**config.mk**
```make
export PLATFORM = sky130hd
export DESIGN_NAME = ps2_key_state_flat
export DESIGN_NICKNAME = d
export VERILOG_FILES = /design/src/rtl/ps2_key_state_if.sv /design/src/rtl/ps2_key_state.sv /design/src/flat_wrapper.sv
export SDC_FILE = /design/constraint.sdc
export NUM_CORES = 1
export LEC_CHECK = 0
export BUFFER_PORTS_ARGS = -buffer_cell sky130_fd_sc_hd__buf_2
export CORE_MARGIN = 10
export CORE_UTILIZATION = 60
export CTS_CLUSTER_DIAMETER = 60
export DETAILED_ROUTE_END_ITERATION = 8
export PLACE_DENSITY = 0.78
export SLEW_MARGIN = 20
export SYNTH_ARGS = -nofsm -noshare
export SYNTH_HDL_FRONTEND = slang
export SYNTH_SLANG_ARGS = --single-unit
```
**constraint.sdc**
```tcl
create_clock -name CLOCK -period 6.2 [get_ports CLOCK]
set_input_delay 0.62 -clock CLOCK [delete_from_list [all_inputs] [get_ports CLOCK]]
set_output_delay 0.62 -clock CLOCK [all_outputs]
set_load 0.01 [all_outputs]
```
**src/rtl/ps2_key_state_if.sv**
```systemverilog
// PS/2 connector pins plus decoded key-state outputs of ps2_key_state.
// The slave modport is the decoder side; the master modport is the connector/consumer side.
interface ps2_key_state_if;
   logic       PS2_CLK;
   logic       PS2_DAT;
   logic [3:0] wasd;
   logic [3:0] arrows;
   logic [7:0] code;
   logic       code_valid;
   logic       frame_err;

   modport master (
      output PS2_CLK, PS2_DAT,
      input  wasd, arrows, code, code_valid, frame_err
   );

   modport slave (
      input  PS2_CLK, PS2_DAT,
      output wasd, arrows, code, code_valid, frame_err
   );
endinterface

```
**src/rtl/ps2_key_state.sv**
```systemverilog
// PS/2 set-2 receiver tracking held W/A/S/D and arrow keys; parity check under `PS2_PARITY_CHECK_EN.
// Latency: pin edge to edge pulse 3 cycles, outputs 1 cycle after the 11th pulse; no backpressure.
module ps2_key_state #(
   parameter int TIMEOUT_CYCLES = 50000
) (
   input logic              CLOCK,
   input logic              RESET_N,
   ps2_key_state_if.slave   bus
);
   localparam int TW = $clog2(TIMEOUT_CYCLES + 1);

   typedef enum logic [1:0] {IDLE, EXT, BRK, EXT_BRK} stateT;

   logic [2:0]    clkSync;
   logic [1:0]    datSync;
   logic          fallPulse;
   logic [3:0]    bitCnt;
   logic [9:0]    shiftReg;
   logic [TW-1:0] toCnt;
   logic [7:0]    codeReg;
   logic          codeValidReg;
   logic          frameErrReg;
   logic [3:0]    wasdReg;
   logic [3:0]    arrowsReg;
   stateT         state;
   stateT         stateNext;
   logic [3:0]    wasdNext;
   logic [3:0]    arrowsNext;
   logic [3:0]    keyMask;
   logic          isBreak;
   logic          isExt;
   logic          lastBit;
   logic          parityOk;
   logic          frameGood;
   logic          timeoutHit;
   logic          frameBad;
   logic [7:0]    rxByte;

   // Sync stages reset high so the idle-high line never looks like a falling edge.
   always_ff @(posedge CLOCK or negedge RESET_N) begin
      if (!RESET_N) begin
         clkSync   <= 3'b111;
         datSync   <= 2'b11;
         fallPulse <= 1'b0;
      end else begin
         clkSync   <= {clkSync[1:0], bus.PS2_CLK};
         datSync   <= {datSync[0], bus.PS2_DAT};
         fallPulse <= clkSync[2] & ~clkSync[1];
      end
   end

   assign rxByte     = shiftReg[8:1];
   assign lastBit    = fallPulse && (bitCnt == 4'd10);
`ifdef PS2_PARITY_CHECK_EN
   assign parityOk   = ^shiftReg[9:1];
`else
   assign parityOk   = 1'b1;
`endif
   assign frameGood  = lastBit && !shiftReg[0] && datSync[1] && parityOk;
   assign timeoutHit = !fallPulse && (bitCnt != 4'd0) && (toCnt == TW'(TIMEOUT_CYCLES - 1));
   assign frameBad   = (lastBit && !frameGood) || timeoutHit;

   always_ff @(posedge CLOCK or negedge RESET_N) begin
      if (!RESET_N) begin
         bitCnt       <= 4'd0;
         shiftReg     <= 10'd0;
         toCnt        <= '0;
         codeReg      <= 8'h00;
         codeValidReg <= 1'b0;
         frameErrReg  <= 1'b0;
      end else begin
         codeValidReg <= frameGood;
         frameErrReg  <= frameBad;
         if (frameGood) codeReg <= rxByte;
         // A falling edge takes priority over a coincident timeout.
         if (fallPulse) begin
            toCnt    <= '0;
            shiftReg <= {datSync[1], shiftReg[9:1]};
            bitCnt   <= lastBit ? 4'd0 : bitCnt + 4'd1;
         end else if (timeoutHit) begin
            toCnt  <= '0;
            bitCnt <= 4'd0;
         end else if (bitCnt != 4'd0) begin
            toCnt <= toCnt + TW'(1);
         end
      end
   end

   always_ff @(posedge CLOCK or negedge RESET_N) begin
      if (!RESET_N) begin
         state     <= IDLE;
         wasdReg   <= 4'd0;
         arrowsReg <= 4'd0;
      end else begin
         state     <= stateNext;
         wasdReg   <= wasdNext;
         arrowsReg <= arrowsNext;
      end
   end

   always_comb begin
      stateNext  = state;
      wasdNext   = wasdReg;
      arrowsNext = arrowsReg;
      keyMask    = 4'd0;
      isBreak    = (state == BRK) || (state == EXT_BRK);
      isExt      = (state == EXT) || (state == EXT_BRK);
      if (frameBad) begin
         stateNext = IDLE;
      end else if (frameGood) begin
         case (rxByte)
            8'hE0: stateNext = isBreak ? EXT_BRK : EXT;
            8'hF0: stateNext = isExt ? EXT_BRK : BRK;
            default: begin
               stateNext = IDLE;
               if (isExt) begin
                  case (rxByte)
                     8'h75:   keyMask = 4'b0001;
                     8'h6B:   keyMask = 4'b0010;
                     8'h72:   keyMask = 4'b0100;
                     8'h74:   keyMask = 4'b1000;
                     default: keyMask = 4'b0000;
                  endcase
                  arrowsNext = isBreak ? (arrowsReg & ~keyMask) : (arrowsReg | keyMask);
               end else begin
                  case (rxByte)
                     8'h1D:   keyMask = 4'b0001;
                     8'h1C:   keyMask = 4'b0010;
                     8'h1B:   keyMask = 4'b0100;
                     8'h23:   keyMask = 4'b1000;
                     default: keyMask = 4'b0000;
                  endcase
                  wasdNext = isBreak ? (wasdReg & ~keyMask) : (wasdReg | keyMask);
               end
            end
         endcase
      end
   end

   assign bus.wasd       = wasdReg;
   assign bus.arrows     = arrowsReg;
   assign bus.code       = codeReg;
   assign bus.code_valid = codeValidReg;
   assign bus.frame_err  = frameErrReg;
endmodule

```
**src/flat_wrapper.sv**
```systemverilog
// flat-port wrapper written by rule: the top's interface ports become plain ports
module ps2_key_state_flat 
#(
   parameter int TIMEOUT_CYCLES = 50000
)
  (CLOCK, RESET_N, bus_PS2_CLK, bus_PS2_DAT, bus_wasd, bus_arrows, bus_code, bus_code_valid, bus_frame_err);
  ps2_key_state_if bus_i ();
  input logic CLOCK;
  input logic RESET_N;
  input wire logic [$bits(bus_i.PS2_CLK)-1:0] bus_PS2_CLK;
  input wire logic [$bits(bus_i.PS2_DAT)-1:0] bus_PS2_DAT;
  output wire logic [$bits(bus_i.wasd)-1:0] bus_wasd;
  output wire logic [$bits(bus_i.arrows)-1:0] bus_arrows;
  output wire logic [$bits(bus_i.code)-1:0] bus_code;
  output wire logic [$bits(bus_i.code_valid)-1:0] bus_code_valid;
  output wire logic [$bits(bus_i.frame_err)-1:0] bus_frame_err;
  assign bus_i.PS2_CLK = bus_PS2_CLK;
  assign bus_i.PS2_DAT = bus_PS2_DAT;
  assign bus_wasd = bus_i.wasd;
  assign bus_arrows = bus_i.arrows;
  assign bus_code = bus_i.code;
  assign bus_code_valid = bus_i.code_valid;
  assign bus_frame_err = bus_i.frame_err;
  ps2_key_state #(.TIMEOUT_CYCLES(TIMEOUT_CYCLES)) u_core (.CLOCK(CLOCK), .RESET_N(RESET_N), .bus(bus_i));
endmodule
```
---- Word level (Yosys, flattened, before mapping) ----
Cells that the tools add are included.
operators by class
  add/subtract/negate cells ............... 2
  eq/ne operators ......................... 15
  multiplexer cells ....................... 23
  bitwise gates (word level) .............. 11
  reduce and logical (&&, ||, !) cells .... 19
operator list
  cell                                                                   count
  4-bit 2-to-1 mux                                                       13
  16-bit 2-to-1 mux                                                      3
  8-bit by 7-bit equality test with 1-bit output, second input constant  4
  4-bit one-hot mux with 4 select lines                                  2
  8-bit by 5-bit equality test with 1-bit output, second input constant  3
  16-bit by 1-bit adder with 16-bit output, second input constant        1
  16-bit equality test, second input constant                            1
  8-bit equality test, second input constant                             2
  4-bit bitwise AND                                                      2
  8-bit by 6-bit equality test with 1-bit output, second input constant  1
  4-bit inverter                                                         2
  4-bit bitwise OR                                                       2
  4-bit AND reduction                                                    2
  1-bit logical AND                                                      6
  2-bit 2-to-1 mux                                                       3
  4-bit by 1-bit adder with 4-bit output, second input constant          1
  2-bit equality test, second input constant                             2
  4-bit equality test, second input constant                             1
  1-bit inverter                                                         4
  2-bit one-hot mux with 2 select lines                                  1
  2-bit nonzero test                                                     2
  4-bit nonzero test                                                     1
  1-bit zero test                                                        3
  1-bit logical OR                                                       3
  5 further kinds                                                        5
word-level totals
  flip-flop bits (word level) ............. 56
  input port bits ......................... 4
  output and inout port bits .............. 18
  word-level logic and storage cells ...... 82

---- Logic depth before layout (Yosys ltp) ----
Gate-level depths: netlist of run 1.
  depth after elaboration ................. 11
  depth in mapped cells ................... 8
  depth with buffers taken out ............ 8

---- Worst setup path after synthesis of run 1 ----
No wires, ideal clock.
  path type ............................... reg-to-reg
  from .................................... reg u_core.toCnt[10]
  to ...................................... reg u_core.toCnt[14]
  setup time .............................. 0.118 ns
  arrival ................................. 1.991 ns
  data required time ...................... 6.082 ns
  setup slack ............................. 4.091 ns
  cell stages (with the launch flop) ...... 7
  buffers on the path ..................... 1
  clock period less this slack ............ 2.109 ns
  cells stage by stage .................... dfrtp_1 -> or4_1 -> or4_4 -> o31ai_2 -> buf_6 -> o21ai_2 -> a21o_1
between the ends
  word-level cells in the longest chain between the ends .. 4
  elaborated cells on any way between the ends .. 7
  classes of those cells .................. add/sub: 1; eq/ne: 1; mux: 3; reduce/logical: 2
ends and longest elaborated chain
  element                                                                                  RTL line                                  RTL
  from (decl)                                                                              ps2_key_state.sv:19                       logic [TW-1:0] toCnt;
  from (signal assigned)                                                                   ps2_key_state.sv:84                       toCnt <= toCnt + TW'(1);
  16-bit by 1-bit adder with 16-bit output / 16-bit equality test (equally long branches)  ps2_key_state.sv:84, ps2_key_state.sv:60
  16-bit 2-to-1 mux / 1-bit logical AND (equally long branches)                            ps2_key_state.sv:83, ps2_key_state.sv:60
  16-bit 2-to-1 mux                                                                        ps2_key_state.sv:80                       end else if (timeoutHit) begin
  16-bit 2-to-1 mux                                                                        ps2_key_state.sv:76                       if (fallPulse) begin
Parallel ways exist; a longest one is shown, timed or not. The select of a mux whose other input is x is not followed.
A chain may end at the register's enable or synchronous reset.

---- Worst setup path in the final report of run 1 ----
  from .................................... reg u_core.toCnt[10]
  to ...................................... reg u_core.bitCnt[3]
between the ends
  word-level cells in the longest chain between the ends .. 3
ends and longest elaborated chain
  element                              RTL line             RTL
  16-bit equality test                 ps2_key_state.sv:60  assign timeoutHit = !fallPulse && (bitCnt != 4'd0) && (toCnt == TW'(TIMEOUT_CYCLES - 1));
  1-bit logical AND                    ps2_key_state.sv:60
  2-bit nonzero test (no source line)  --
  to (signal assigned)                 ps2_key_state.sv:79  bitCnt <= lastBit ? 4'd0 : bitCnt + 4'd1;
  to (decl)                            ps2_key_state.sv:17  logic [3:0] bitCnt;
Every way passes these cells.

==> results of run 1 <==
## Yosys cell counts, types with 2 or more instances
cell type  count
nand4_1        9
nand2_1       15
nor2_1        19
mux2_2        17
a21o_1         2
ha_1           4
nor2b_1        4
xnor2_1        2
mux2i_1        3
nand2b_1       3
dfstp_2        5
inv_1          7
o31ai_1        6
nand4b_1       3
or4_1          2
buf_1          2
or2_2          2
o21ai_0        6
nand3_1        8
and3_1         4
o41ai_1        2
nor4_1         6
xor2_1        10
clkbuf_1       5
dfrtp_1       51
and4_1         3
o21ai_2        3
## through the flow
stage	instances	power [uW]	cell area [um^2]
after floorplan	219	577	2520
final	291	834	2760
after CTS	291	839	2760
after global placement	283	616	2660
after detailed placement	283	625	2660
after global routing	291	880	2760
## metal layers
metal  track usage  routed length [um]
met1         0.180                2240
met2         0.209                2240
met3        0.0411                 277
met4        0.0419                  60
met5             0                   0
## worst reg2reg max path, delay by kind of cell (launching register included)
kind / cells / cell delay (ps)
buf+inv: 1 / 310
flops: 1 / 440
simple gates: 2 / 1010
compound gates: 3 / 760
## cell families after synthesis
| kind of cell | after synthesis | share of synthesized area |
|---|---|---|
| AND/OR/NAND/NOR | 86 | 0.192 |
| flip-flops | 56 | 0.558 |
| adder cells (fa/ha/maj) | 4 | 0.0199 |
| XOR/XNOR | 12 | 0.0417 |
| buffers and inverters | 16 | 0.0283 |
| AO/OA/AOI/OAI | 25 | 0.0725 |
| multiplexers | 20 | 0.0878 |
## path summary, 6_finish.rpt
path | from | endpoint | slack (ps) | cells past startpoint
max | u_core.toCnt[10]$_DFFE_PN0P_ | u_core.bitCnt[3]$_DFFE_PN0P_ | 3590 | 6
min | u_core.datSync[0]$_DFF_PN1_ | u_core.datSync[1]$_DFF_PN1_ | 360 | 0
max reg2reg | u_core.toCnt[10]$_DFFE_PN0P_ | u_core.bitCnt[3]$_DFFE_PN0P_ | 3590 | 6
min reg2reg | u_core.datSync[0]$_DFF_PN1_ | u_core.datSync[1]$_DFF_PN1_ | 360 | 0
max in group asynchronous | RESET_N | u_core.toCnt[11]$_DFFE_PN0P_ | 5330 | 2
min in group asynchronous | RESET_N | asynchronous set/reset pin | 420 | 2
## area by class of cell
cell class / instances / area [um^2] / area share
clock buffers: 8 / 100 / 0.0363
flip-flops and latches: 56 / 1410 / 0.510
well taps: 50 / 62.6 / 0.0227
multi-input cells: 147 / 1040 / 0.378
repair buffers: 23 / 120 / 0.0435
inverters: 7 / 26.3 / 0.00952
## report_power, final
part | switching (uW) | total [uW] | internal (uW)
sequential | 76.4 | 491 | 415
clock | 113 | 215 | 102
combinational | 63.9 | 128 | 64.1
total | 253 | 834 | 581
==> out/qor.yml, run 1 <==
cts:
  cts_max_path_buffers: 2
  htreeDepth: 2
  clk_pin_slew_ps: 90
  cts_resized: 0
  cts_buffers: 5
  root_buffer: "clkbuf_8"
  cts_setup_buffers: 0
  insertion_delay_ps: 310
  holdBufCountCts: 0
  cts_tree: "built"
  cts.sinks: 56
setup_path:
  crit_path_max_incr_delay_ps: 510
  worst_path_max_delay_cell: "or4_1"
  worstPathRequired_ps: 6400
  crit_path_end_kind: "flip-flop"
  path_class: "reg2reg"
  cp.arrival_ps: 2820
  cp_top_family: "simple AND/OR/NAND/NOR gates"
  cp_max_fo: 13
  crit_path_cell_trace: "or4_1 -> or4_4 -> o31ai_2 -> buf_4 -> o21ai_2 -> a22o_1"
  cp-start-kind: "flip-flop"
  path_buf_inv: 1
synthesis:
  ys_types: 43
  ys_warn_count: 0
  syn-num-nets: 227
  netlist_area_um2: 2520
  postSynthCellCount: 219
  ys.flop_type: "dfrtp_1"
  async_flop_share: 1.00
  synth.largest_area_cell: "dfrtp_1"
  yosysTopAreaCellShare: 0.506
  synth-edff-count: 0
  synth.area.top_cells: "dfrtp_1 (51%), mux2_2 (7.6%), dfstp_2 (5.2%)"
  syn_area_per_cell_um2: 11.5
  yosys_register_bits: 56
  yosysSeqAreaShare: 0.558
job:
  maxCapViolations: 0
layout:
  layout_common_cells: "dfrtp_1 (51), buf_2 (21), nor2_1 (19)"
  fillers: 305
  fin_util: 0.685
  antennaDiodeCount: 0
  final_common_cell: "dfrtp_1"
  nets: 248
  flow.area_growth_from_synthesis_pct: 9.43
  layout-drive-gt1-share: 0.249
routing:
  viasPerCell: 5.96
  drc: 0
  drt-total-wl_mm: 4.82
  initialDrtViolationCount: 141
  postRouteAntennaNets: 0
  vias: 1733
  wl_per_cell_um: 16.5
  first_pass_iters: 4
die:
  dieArea_um2: 7190
  placementRows: 23
  die_w_um: 84.8
  initial_core_util: 0.626
  ios: 22
  coreArea_um2: 4030
  die_h_um: 84.8
sta:
  finalSetupViolCount: 0
  fin_ws_ps: 3590
  finClkSkew_ps: 8.29
  setup_tns_ps: 0
  fmax_ghz: 0.382
  worstMarginPinSlew_ps: 670
  hold_slack_ps: 361
  slew_headroom: 0.554
  fin_crit_sh: 0.422
  hold_viol: 0
  final-max-slew-violation-count: 0
  fin_crit_ps: 2610
  rsz0062_at_grt: "false"
placement:
  hpwlAfterDp_mm: 3.31
  gp_congestion: 0.833
  portBuffers: 21
  post-place-ws_ps: 3610
global_routing:
  grt_pass1_wl_mm: 8.20
  overflow: 0
  grt_antenna_before_repair: 0
  grt_max_degree: 57
  grt_pass1_vias: 1717
  grt_use_total: 0.136
pwr:
  leakagePower_uw: 0.00133
  p_per_area_nw_per_um2: 302
  ir_drop_mv: 0.191
run_status:
  outcome: "completed"
hold_path:
  hold_path.class: "reg2reg"
No activity file was read; power rests on OpenSTA's default activity.
==> run 2, diff against run 1 <==
- CORE_UTILIZATION: 60 -> 53
- PLACE_DENSITY: 0.78 -> 0.73
- clock period: 6.2 -> 2.3 ns (I/O delays scaled with it)
==> run 2 against run 1 <==
Against the previous run:
- critical path depth unchanged
- hold slack worse by 1.3 ps
- clock power up 140%
- register-to-register slack worse by 3500 ps
- first-iteration DRC count down 44%
- final cell count up 6.2%
- sequential power rose to 2.7 times the previous value
- global-route usage down 0.74 points
- combinational power rose to 2.9 times the previous value
- worst setup slack worse by 3500 ps
- via count down 1.3%
- clock skew up 2.6 ps
- largest cell class unchanged
- largest power group unchanged
==> out/qor.yml, run 2 (synthesis gave the netlist of run 1 again) <==
run_status:
  outcome: "completed"  # unchanged
setup_path:
  cp-start-kind: "flip-flop"  # unchanged
  r2r_slack_ps: 130  # was 3590 ps
  crit_path_max_incr_delay_ps: 520  # was 510 ps
  cp_max_fo: 6  # was 13
  crit_path_end_kind: "flip-flop"  # unchanged
  rr_endpoint: "u_core.bitCnt[3]$_DFFE_PN0P_"  # unchanged
  crit_path_cell_trace: "or4_1 -> or4_4 -> o31ai_4 -> buf_4 -> o21ai_2 -> a22o_1"  # was or4_1 -> or4_4 -> o31ai_2 -> buf_4 -> o21ai_2 -> a22o_1
  worstPathRequired_ps: 2500  # was 6400 ps
  rr_worst_depth: 6  # unchanged
  cp.arrival_ps: 2380  # was 2820 ps
  worst_path_max_delay_cell: "or4_1"  # unchanged
  path_class: "reg2reg"  # unchanged
  reg2reg_from: "u_core.toCnt[12]$_DFFE_PN0P_"  # was u_core.toCnt[10]$_DFFE_PN0P_
job:
  maxCapViolations: 0  # unchanged
layout:
  antennaDiodeCount: 0  # unchanged
  fillers: 371  # was 305
  fin_util: 0.616  # was 0.685
  layout-drive-gt1-share: 0.278  # was 0.249
  nets: 262  # was 248
  layout_common_cells: "dfrtp_1 (51), buf_2 (21), nor2_1 (19)"  # unchanged
  multi_input_area_um2: 1050  # was 1040 um^2
  seqCellArea_um2: 1410  # unchanged
  final_common_cell: "dfrtp_1"  # unchanged
  flow.area_growth_from_synthesis_pct: 13.8  # was 9.43%
placement:
  hpwlAfterDp_mm: 3.33  # was 3.31 mm
  portBuffers: 21  # unchanged
  gp_congestion: 0.833  # unchanged
routing:
  wl_per_cell_um: 14.8  # was 16.5 um
  drt-total-wl_mm: 4.57  # was 4.82 mm
  initialDrtViolationCount: 79  # was 141
  vias: 1710  # was 1,733
  drc: 0  # unchanged
  postRouteAntennaNets: 0  # unchanged
  first_pass_iters: 4  # unchanged
  viasPerCell: 5.53  # was 5.96
cts:
  cts_buffers: 5  # unchanged
  cts.sinks: 56  # unchanged
  cts_max_path_buffers: 2  # unchanged
  clk_pin_slew_ps: 90  # about the same
  insertion_delay_ps: 310  # about the same
  root_buffer: "clkbuf_8"  # unchanged
  cts_tree: "built"  # unchanged
  htreeDepth: 2  # unchanged
hold_path:
  hold_path.class: "reg2reg"  # unchanged
  min_to: "u_core.clkSync[1]$_DFF_PN1_"  # was u_core.datSync[1]$_DFF_PN1_
  hp-start: "u_core.clkSync[0]$_DFF_PN1_"  # was u_core.datSync[0]$_DFF_PN1_
  hold_depth: 0  # unchanged
global_routing:
  grt_pass1_wl_mm: 8.02  # was 8.20 mm
  grt_use_total: 0.128  # was 0.136
  grt_max_degree: 23  # was 57
  overflow: 0  # unchanged
  grt_pass1_vias: 1700  # was 1,717
  grt_antenna_before_repair: 0  # unchanged
die:
  placementRows: 25  # was 23
  die_h_um: 89.0  # was 84.8 um
  dieArea_um2: 7920  # was 7190 um^2
  initial_core_util: 0.541  # was 0.626
  die_w_um: 89.0  # was 84.8 um
  coreArea_um2: 4660  # was 4030 um^2
  ios: 22  # unchanged
sta:
  rsz0062_at_grt: "false"  # unchanged
  final-max-slew-violation-count: 0  # unchanged
  hold_viol: 0  # unchanged
  fin_crit_ps: 2170  # was 2610 ps
  setup_tns_ps: 0  # unchanged
  hold_slack_ps: 360  # was 361 ps
  worstMarginPinSlew_ps: 518  # was 670 ps
  fmax_ghz: 0.460  # was 0.382 GHz
  fin_crit_sh: 0.946  # was 0.422
  finalSetupViolCount: 0  # unchanged
  finClkSkew_ps: 10.9  # was 8.29 ps
  slew_headroom: 0.650  # was 0.554
pwr:
  leakagePower_uw: 0.00139  # was 0.00133 uW
  p_per_area_nw_per_um2: 767  # was 302 nW/um^2
  ir_drop_mv: 0.514  # was 0.191 mV
==> run 2: changes by cell type in the layout (fill, tap and decap cells not counted) <==
cell / previous run / this run
dlygate4sd3_1: 0 / 3
clkinvlp_4: 0 / 1
clkbuf_8: 7 / 5
clkinv_2: 0 / 1
buf_4: 2 / 13
o31ai_2: 1 / 0
o31ai_4: 0 / 1
==> run 2: critical path, delay by kind of cell (launching register included) <==
family | cells | cell delay, ps
simple gates | 2 | 1030
compound gates | 3 | 440
flops | 1 | 420
buf+inv | 1 | 180
==> run 2: metrics by stage <==
| stage | power [uW] | std cells | setup slack [ps] | instance area, um^2 |
|---|---|---|---|---|
| floorplan | 1560 | 219 | 191 | 2520 |
| global placement | 1680 | 297 | 84.7 | 2740 |
| detailed placement | 1690 | 297 | 28.0 | 2740 |
| CTS | 2220 | 307 | 24.9 | 2840 |
| global route | 2350 | 309 | 2.69 | 2870 |
| finish | 2200 | 309 | 125 | 2870 |
==> run 2: timing repair <==
item,in CTS,in global routing
hold buffers,2,1
endpoints found under the setup margin,0,3
buffers inserted,0,1
hold endpoints to repair,21,1
gates resized for setup,0,1
==> run 2: worst max-delay path by stage <==
stage                                  from                            to  cells after the start
6_report       u_core.toCnt[12]$_DFFE_PN0P_  u_core.bitCnt[3]$_DFFE_PN0P_                      6
5_1_grt        u_core.bitCnt[0]$_DFFE_PN0P_                     flip-flop                      8
4_1_cts        u_core.toCnt[12]$_DFFE_PN0P_  u_core.toCnt[14]$_DFFE_PN0P_                      6
3_5_place_dp   u_core.toCnt[12]$_DFFE_PN0P_  u_core.toCnt[14]$_DFFE_PN0P_                      6
3_3_place_gp   u_core.toCnt[12]$_DFFE_PN0P_  u_core.toCnt[14]$_DFFE_PN0P_                      6
2_1_floorplan  u_core.toCnt[10]$_DFFE_PN0P_  u_core.toCnt[14]$_DFFE_PN0P_                      6
==> run 2: final cells by class <==
type / count / share of cell area
timing repair buffer: 37 / 0.0811
clock buffer: 6 / 0.0253
clock inverter: 2 / 0.00436
sequential: 56 / 0.490
multi-input combinational: 147 / 0.366
tap: 54 / 0.0235
inverter: 7 / 0.00915
==> run 2: metal layers <==
| layer | GRT usage | wire [um] |
|---|---|---|
| met5 | 0 | 0 |
| met4 | 0.0520 | 78 |
| met3 | 0.0365 | 188 |
| met2 | 0.198 | 2040 |
| met1 | 0.166 | 2260 |
==> run 2: where the power goes <==
group,internal (uW),switching [uW]
registers,1120,195
logic,192,178
clock network,213,305
total,1520,678
